$ cat src/rtl/port_uart_tx_pkg.sv
// Shared definitions for the port-driven UART transmitter: FSM state
// encodings, status/control bit positions and a status-byte packer.
package port_uart_tx_pkg;

  typedef enum logic [1:0] {
    ST_IDLE  = 2'd0,
    ST_START = 2'd1,
    ST_DATA  = 2'd2,
    ST_STOP  = 2'd3
  } tx_state_e;

  // Bit positions inside port_status
  localparam int STAT_FULL  = 0;
  localparam int STAT_EMPTY = 1;
  localparam int STAT_BUSY  = 2;
  localparam int STAT_OVF   = 3;

  // Bit positions inside port_ctrl
  localparam int CTRL_TOG = 0;
  localparam int CTRL_CLR = 1;

  // Assemble the status byte; unused upper bits read as zero
  function automatic logic [7:0] pack_status(input logic ovf, input logic busy,
                                             input logic empty, input logic full);
    logic [7:0] s;
    s            = 8'h00;
    s[STAT_OVF]   = ovf;
    s[STAT_BUSY]  = busy;
    s[STAT_EMPTY] = empty;
    s[STAT_FULL]  = full;
    return s;
  endfunction

endpackage

$ cat src/rtl/port_fifo.sv
// Small synchronous FIFO with show-ahead read data. A push while full is
// accepted only when a pop happens on the same edge, so the count holds.
module port_fifo
  import port_uart_tx_pkg::*;
#(
  parameter int WIDTH = 8,
  parameter int DEPTH = 4
) (
  input  logic                     clk,
  input  logic                     rst_n,
  input  logic                     push,
  input  logic                     pop,
  input  logic [WIDTH-1:0]         wr_data,
  output logic [WIDTH-1:0]         rd_data,
  output logic                     full,
  output logic                     empty,
  output logic [$clog2(DEPTH):0]   count
);

  localparam int AW = $clog2(DEPTH);

  logic [WIDTH-1:0] mem_q [DEPTH];
  logic [AW-1:0]    wr_ptr_q, wr_ptr_d;
  logic [AW-1:0]    rd_ptr_q, rd_ptr_d;
  logic [AW:0]      count_q, count_d;
  logic             wr_en, rd_en;

  assign full    = (count_q == (AW+1)'(DEPTH));
  assign empty   = (count_q == '0);
  assign count   = count_q;
  assign rd_data = mem_q[rd_ptr_q];

  // Gate requests against occupancy; pointers wrap naturally (DEPTH is 2^n)
  always_comb begin
    wr_en    = push && (!full || pop);
    rd_en    = pop && !empty;
    wr_ptr_d = wr_en ? wr_ptr_q + AW'(1) : wr_ptr_q;
    rd_ptr_d = rd_en ? rd_ptr_q + AW'(1) : rd_ptr_q;
    count_d  = count_q;
    if (wr_en && !rd_en)      count_d = count_q + (AW+1)'(1);
    else if (!wr_en && rd_en) count_d = count_q - (AW+1)'(1);
  end

  // Pointer and occupancy registers
  always_ff @(posedge clk or negedge rst_n) begin
    if (!rst_n) begin
      wr_ptr_q <= '0;
      rd_ptr_q <= '0;
      count_q  <= '0;
    end else begin
      wr_ptr_q <= wr_ptr_d;
      rd_ptr_q <= rd_ptr_d;
      count_q  <= count_d;
    end
  end

  // Storage array; contents need no reset because count gates every read
  always_ff @(posedge clk) begin
    if (wr_en) mem_q[wr_ptr_q] <= wr_data;
  end

endmodule

$ cat src/rtl/port_uart_tx.sv
// UART 8N1 transmitter fed from two computer output ports. Software writes
// a byte by toggling the control toggle bit; bytes queue in a FIFO and are
// sent LSB first. A status byte reports overflow/busy/empty/full.
module port_uart_tx
  import port_uart_tx_pkg::*;
#(
  parameter int CLKS_PER_BIT = 4,
  parameter int FIFO_DEPTH   = 4
) (
  input  logic       clk,
  input  logic       reset,
  input  logic [7:0] port_data,
  input  logic [7:0] port_ctrl,
  output logic [7:0] port_status,
  output logic       tx
);

  localparam int BW = $clog2(CLKS_PER_BIT);

  tx_state_e      state_q, state_d;
  logic [BW-1:0]  baud_q, baud_d;
  logic [2:0]     bit_q, bit_d;
  logic [7:0]     shift_q, shift_d;
  logic           tx_q, tx_d;
  logic           prev_tog_q, prev_tog_d;
  logic           ovf_q, ovf_d;

  logic           push_evt, pop, baud_done;
  logic           fifo_full, fifo_empty;
  logic [7:0]     fifo_rd_data;
  logic [$clog2(FIFO_DEPTH):0] unused_fifo_count;
  logic           unused_ctrl_bits;

  assign unused_ctrl_bits = ^port_ctrl[7:2];

  port_fifo #(
    .WIDTH (8),
    .DEPTH (FIFO_DEPTH)
  ) u_fifo (
    .clk     (clk),
    .rst_n   (reset),
    .push    (push_evt),
    .pop     (pop),
    .wr_data (port_data),
    .rd_data (fifo_rd_data),
    .full    (fifo_full),
    .empty   (fifo_empty),
    .count   (unused_fifo_count)
  );

  // Write detection and sticky overflow; a drop wins over a clear
  always_comb begin
    prev_tog_d = port_ctrl[CTRL_TOG];
    push_evt   = port_ctrl[CTRL_TOG] ^ prev_tog_q;
    ovf_d      = ovf_q;
    if (port_ctrl[CTRL_CLR])            ovf_d = 1'b0;
    if (push_evt && fifo_full && !pop)  ovf_d = 1'b1;
  end

  // State register plus datapath registers of the serializer
  always_ff @(posedge clk or negedge reset) begin
    if (!reset) begin
      state_q    <= ST_IDLE;
      baud_q     <= '0;
      bit_q      <= '0;
      shift_q    <= '0;
      tx_q       <= 1'b1;
      prev_tog_q <= 1'b0;
      ovf_q      <= 1'b0;
    end else begin
      state_q    <= state_d;
      baud_q     <= baud_d;
      bit_q      <= bit_d;
      shift_q    <= shift_d;
      tx_q       <= tx_d;
      prev_tog_q <= prev_tog_d;
      ovf_q      <= ovf_d;
    end
  end

  // Next-state logic: baud/bit counting, shifting and FIFO pops
  always_comb begin
    state_d   = state_q;
    baud_d    = baud_q;
    bit_d     = bit_q;
    shift_d   = shift_q;
    pop       = 1'b0;
    baud_done = (baud_q == BW'(CLKS_PER_BIT - 1));
    unique case (state_q)
      ST_IDLE: begin
        if (!fifo_empty) begin
          pop     = 1'b1;
          shift_d = fifo_rd_data;
          baud_d  = '0;
          state_d = ST_START;
        end
      end
      ST_START: begin
        if (baud_done) begin
          baud_d  = '0;
          bit_d   = '0;
          state_d = ST_DATA;
        end else begin
          baud_d = baud_q + BW'(1);
        end
      end
      ST_DATA: begin
        if (baud_done) begin
          baud_d  = '0;
          shift_d = {1'b0, shift_q[7:1]};
          if (bit_q == 3'd7) state_d = ST_STOP;
          else               bit_d   = bit_q + 3'd1;
        end else begin
          baud_d = baud_q + BW'(1);
        end
      end
      ST_STOP: begin
        if (baud_done) begin
          baud_d = '0;
          // Chain straight into the next frame when more bytes are queued
          if (!fifo_empty) begin
            pop     = 1'b1;
            shift_d = fifo_rd_data;
            state_d = ST_START;
          end else begin
            state_d = ST_IDLE;
          end
        end else begin
          baud_d = baud_q + BW'(1);
        end
      end
      default: state_d = ST_IDLE;
    endcase
  end

  // Output logic: line level follows the state being entered so tx is registered
  always_comb begin
    tx_d = 1'b1;
    case (state_d)
      ST_START: tx_d = 1'b0;
      ST_DATA:  tx_d = shift_d[0];
      default:  tx_d = 1'b1;
    endcase
  end

  assign tx          = tx_q;
  assign port_status = pack_status(ovf_q, state_q != ST_IDLE, fifo_empty, fifo_full);

endmodule

$ cat config.mk
export PLATFORM = sky130hd
export DESIGN_NAME = port_uart_tx
export DESIGN_NICKNAME = d
export VERILOG_FILES = /design/src/rtl/port_uart_tx_pkg.sv /design/src/rtl/port_fifo.sv /design/src/rtl/port_uart_tx.sv
export SDC_FILE = /design/constraint.sdc
export NUM_CORES = 1
export LEC_CHECK = 0
export CAP_MARGIN = 10
export CORE_ASPECT_RATIO = 1.2
export CORE_MARGIN = 4
export CORE_UTILIZATION = 50
export DETAILED_ROUTE_END_ITERATION = 6
export GPL_TIMING_DRIVEN = 0
export PLACE_DENSITY = 0.84
export SYNTH_ARGS = -nofsm -noshare
export SYNTH_HDL_FRONTEND = slang
export SYNTH_SLANG_ARGS = --single-unit
$ cat constraint.sdc
create_clock -name clk -period 3.4 [get_ports clk]
set_input_delay 0.68 -clock clk [delete_from_list [all_inputs] [get_ports clk]]
set_output_delay 0.68 -clock clk [all_outputs]
set_load 0.005 [all_outputs]
==> results.sh <==
export IMPL_power_switching_mw=1.01
export IMPL_htree_levels=3
export IMPL_synth_area_leaders="edfxtp_1 (36%), dfrtp_1 (23%), mux4_2 (6.8%), ha_1 (6.1%), buf_4 (2.6%)"
export IMPL_routedWlPerCell_um=16.2
export IMPL_grt_pass1_vias=1545
export IMPL_ys_warn_count=0
export IMPL_numClockSinks=57
export IMPL_crit_path_start_kind="flip-flop"
export IMPL_clock_path_buffers=2
export IMPL_cp_num_buf_inv=3
export IMPL_fin_nets=248
export IMPL_dr_max_layer_used="met4"
export IMPL_criticalPathCategory="flip-flop to flip-flop"
export IMPL_synth_edf_count=32
export IMPL_track_usage=0.159
export IMPL_drc=0
export IMPL_ioPinCount=27
export IMPL_dr_wl_met2_um=2380
export IMPL_numCtsBuffers=9
export IMPL_wl_um=4550
export IMPL_grt_max_degree=26
export IMPL_cp_top_family="adder cells"
export IMPL_syn_inst=185
export IMPL_fin_crit_ns=2.91
export IMPL_antenna_found_initial=0
export IMPL_cp_required_ns=3.65
export IMPL_p_seq_frac=0.388
export IMPL_clkPwrFrac=0.222
export IMPL_initial_utilization=0.525
export IMPL_clk_latency_ns=0.34
export IMPL_cp_depth=12
export IMPL_placed_area_sq_um=2890
export IMPL_tightest_slew_ns=0.878
export IMPL_setup_viol=0
export IMPL_yosysTopAreaCellShare=0.363
export IMPL_r2r_start="state_q[1]"
export IMPL_slew_headroom=0.399
export IMPL_via_count=1560
export IMPL_hold_class="flip-flop to flip-flop"
export IMPL_slowest_stage="fa_1"
export IMPL_final_max_slew_viol_count=0
export IMPL_drive_gt1_frac=0.204
export IMPL_crit_path_max_fanout=8
export IMPL_cts_clk_slew_worst_paths_ns=0.08
export IMPL_met3WireLength_um=237
export IMPL_p_leak_nw=1.23
export IMPL_grt_pass1_wl_um=7610
export IMPL_sw_frac_of_total=0.354
export IMPL_ff2ff_path_depth=12
export IMPL_p_int_mw=1.84
export IMPL_holdBufCountCts=0
export IMPL_arrival_ns=3.16
export IMPL_die_width_um=74.4
export IMPL_synth_seq_cells=57
export IMPL_met1_length_um=1880
export IMPL_port_buffers=16
export IMPL_syn2layout_area_growth_pct=17.5
export IMPL_diodes=0
export IMPL_p_comb_frac=0.391
export IMPL_hold_end="baud_q[1]"
export IMPL_antenna_left=0
export IMPL_fin_crit_sh=0.855
export IMPL_status="complete, no violations"
export IMPL_r2r_slack_ns=0.49
export IMPL_gp_congestion=0.740
export IMPL_rows=28
export IMPL_die_area_sq_um=6530
export IMPL_rsz0062_at_grt="false"
export IMPL_post_cts_resized=0
export IMPL_synth_area_sq_um=2650
export IMPL_clock_skew_ns=0.0136
export IMPL_layout_commonest_cell="edfxtp_1"
export IMPL_via_per_inst=5.55
export IMPL_yosys_cell_types_count=43
export IMPL_yosysSeqAreaShare=0.600
export IMPL_mostFrequentLayoutCells="edfxtp_1 (32), dfrtp_1 (24), clkdlybuf4s50_1 (16), ha_1 (13), nand2_1 (12)"
export IMPL_fillers=401
export IMPL_worstHoldStart="baud_q[1]"
export IMPL_ys_flop_type="edfxtp_1"
export IMPL_fin_setup_tns_ns=0
export IMPL_fp_dieH_um=87.7
export IMPL_final_util=0.617
export IMPL_async_reset_ff_frac=0.439
export IMPL_synth_top_cell_by_area="edfxtp_1"
export IMPL_ir_drop_v=0.000488
export IMPL_worstPathCellList="inv_1 > ha_1 > a21oi_1 > or3_1 > buf_2 > a21oi_4 > ha_1 > inv_1 > fa_1 > xor2_1 > nor2_1 > xor2_1"
export IMPL_hpwl_um=3130
export IMPL_post_cts_setup_buffers=0
export IMPL_core_area_sq_um=5040
export IMPL_syn_mean_instance_area_sq_um=14.3
export IMPL_endpoint_kind="flip-flop"
export IMPL_critPathMaxStageDelay_ns=0.44
export IMPL_fin_ws_ns=0.493
export IMPL_finalHoldViolCount=0
export IMPL_power_per_cell_area_nw_per_um2=914
export IMPL_pre_cts_ws_ns=0.567
export IMPL_r2r_end="u_fifo.count[2]"
export IMPL_max_cap_violations=0
export IMPL_drtPass1Iterations=4
export IMPL_fmax_mhz=344
export IMPL_drt_initial_drc_count=106
export IMPL_cts_root_buf="clkbuf_8"
export IMPL_hold_depth=2
export IMPL_grt_overflow=0
export IMPL_final_area_sq_um=3110
export IMPL_cts_tree="yes"
-- worst max-delay path by stage --
stage                           from               to  slack (ns)
final                     state_q[1]  u_fifo.count[2]        0.49
after floorplan           state_q[1]  u_fifo.count[2]        0.82
after global routing      state_q[1]  u_fifo.count[2]        0.23
after global placement    state_q[1]  u_fifo.count[2]        0.62
after detailed placement  state_q[1]  u_fifo.count[2]        0.57
after CTS                 state_q[1]  u_fifo.count[2]        0.48
-- final cells by class --
| cell class | instances | area [sq um] | share of cell area |
|---|---|---|---|
| buffer | 12 | 80.1 | 0.0257 |
| clock buffer | 9 | 124 | 0.0398 |
| clock inverter | 7 | 78.8 | 0.0253 |
| inverter | 11 | 41.3 | 0.0133 |
| multi-input combinational | 108 | 948 | 0.305 |
| sequential | 57 | 1590 | 0.510 |
| tap | 60 | 75.1 | 0.0241 |
| timing repair buffer | 17 | 175 | 0.0563 |
-- flip-flops by register name (all words and copies together), names as in the netlist --
register / count
baud_q: 2
bit_q: 3
ovf_q: 1
prev_tog_q: 1
shift_q: 8
state_q: 2
tx: 1
u_fifo.count: 3
u_fifo.mem_q: 32
u_fifo.rd_ptr_q: 2
u_fifo.wr_ptr_q: 2
-- worst register-to-register path, delay by kind of cell, from the launching register on --
family	cells	cell delay [ns]
AO/OA/AOI/OAI	2	0.31
XOR/XNOR	2	0.31
adder cells (fa/ha/maj)	3	0.91
buffers and inverters	3	0.40
flip-flops	1	0.43
AND/OR/NAND/NOR	2	0.47
-- cells in the mapped netlist (all sizes together) (3+ instances only) --
master	n
edfxtp	32
dfrtp	24
ha	13
nand2	12
inv	11
buf	10
o21ai	10
mux4	8
a222oi	6
a21oi	5
a22o	5
and2	5
nor2	5
xnor2	5
nor2b	3
o22ai	3
or3	3
-- per-layer routing --
metal | vias to the layer above | track usage
met3 | 6 | 0.0494
met4 | 0 | 0.0631
met5 | - | 0
met1 | 766 | 0.193
li1 | 745 | -
met2 | 43 | 0.262
-- per-stage QoR --
step	cells	hold WS (ns)	power, mW
after floorplan	188	0.384	1.91
after global placement	264	0.472	2.15
after detailed placement	264	0.479	2.22
after CTS	280	0.495	2.87
after global routing	281	0.510	3.05
final	281	0.498	2.84
-- power groups by stage --
stage,clock (mW),sequential (mW),combinational [mW]
finish,0.630,1.10,1.11
global route,0.677,1.13,1.24
CTS,0.643,1.10,1.12
detailed placement,0,1.11,1.11
global placement,0,1.10,1.05
floorplan,0,1.07,0.835
-- cell families (layout without fill, tap and decap cells) --
kind of cell,count (synthesis),after routing,synth area share
fa+ha+maj,14,14,0.0690
mux,11,11,0.0804
simple gates,33,33,0.0671
xor+xnor,7,7,0.0232
compound gates,39,39,0.113
buf+inv,23,56,0.0459
other cells,1,4,0.00142
flops,57,57,0.600
(Power assumes the default switching activity.)
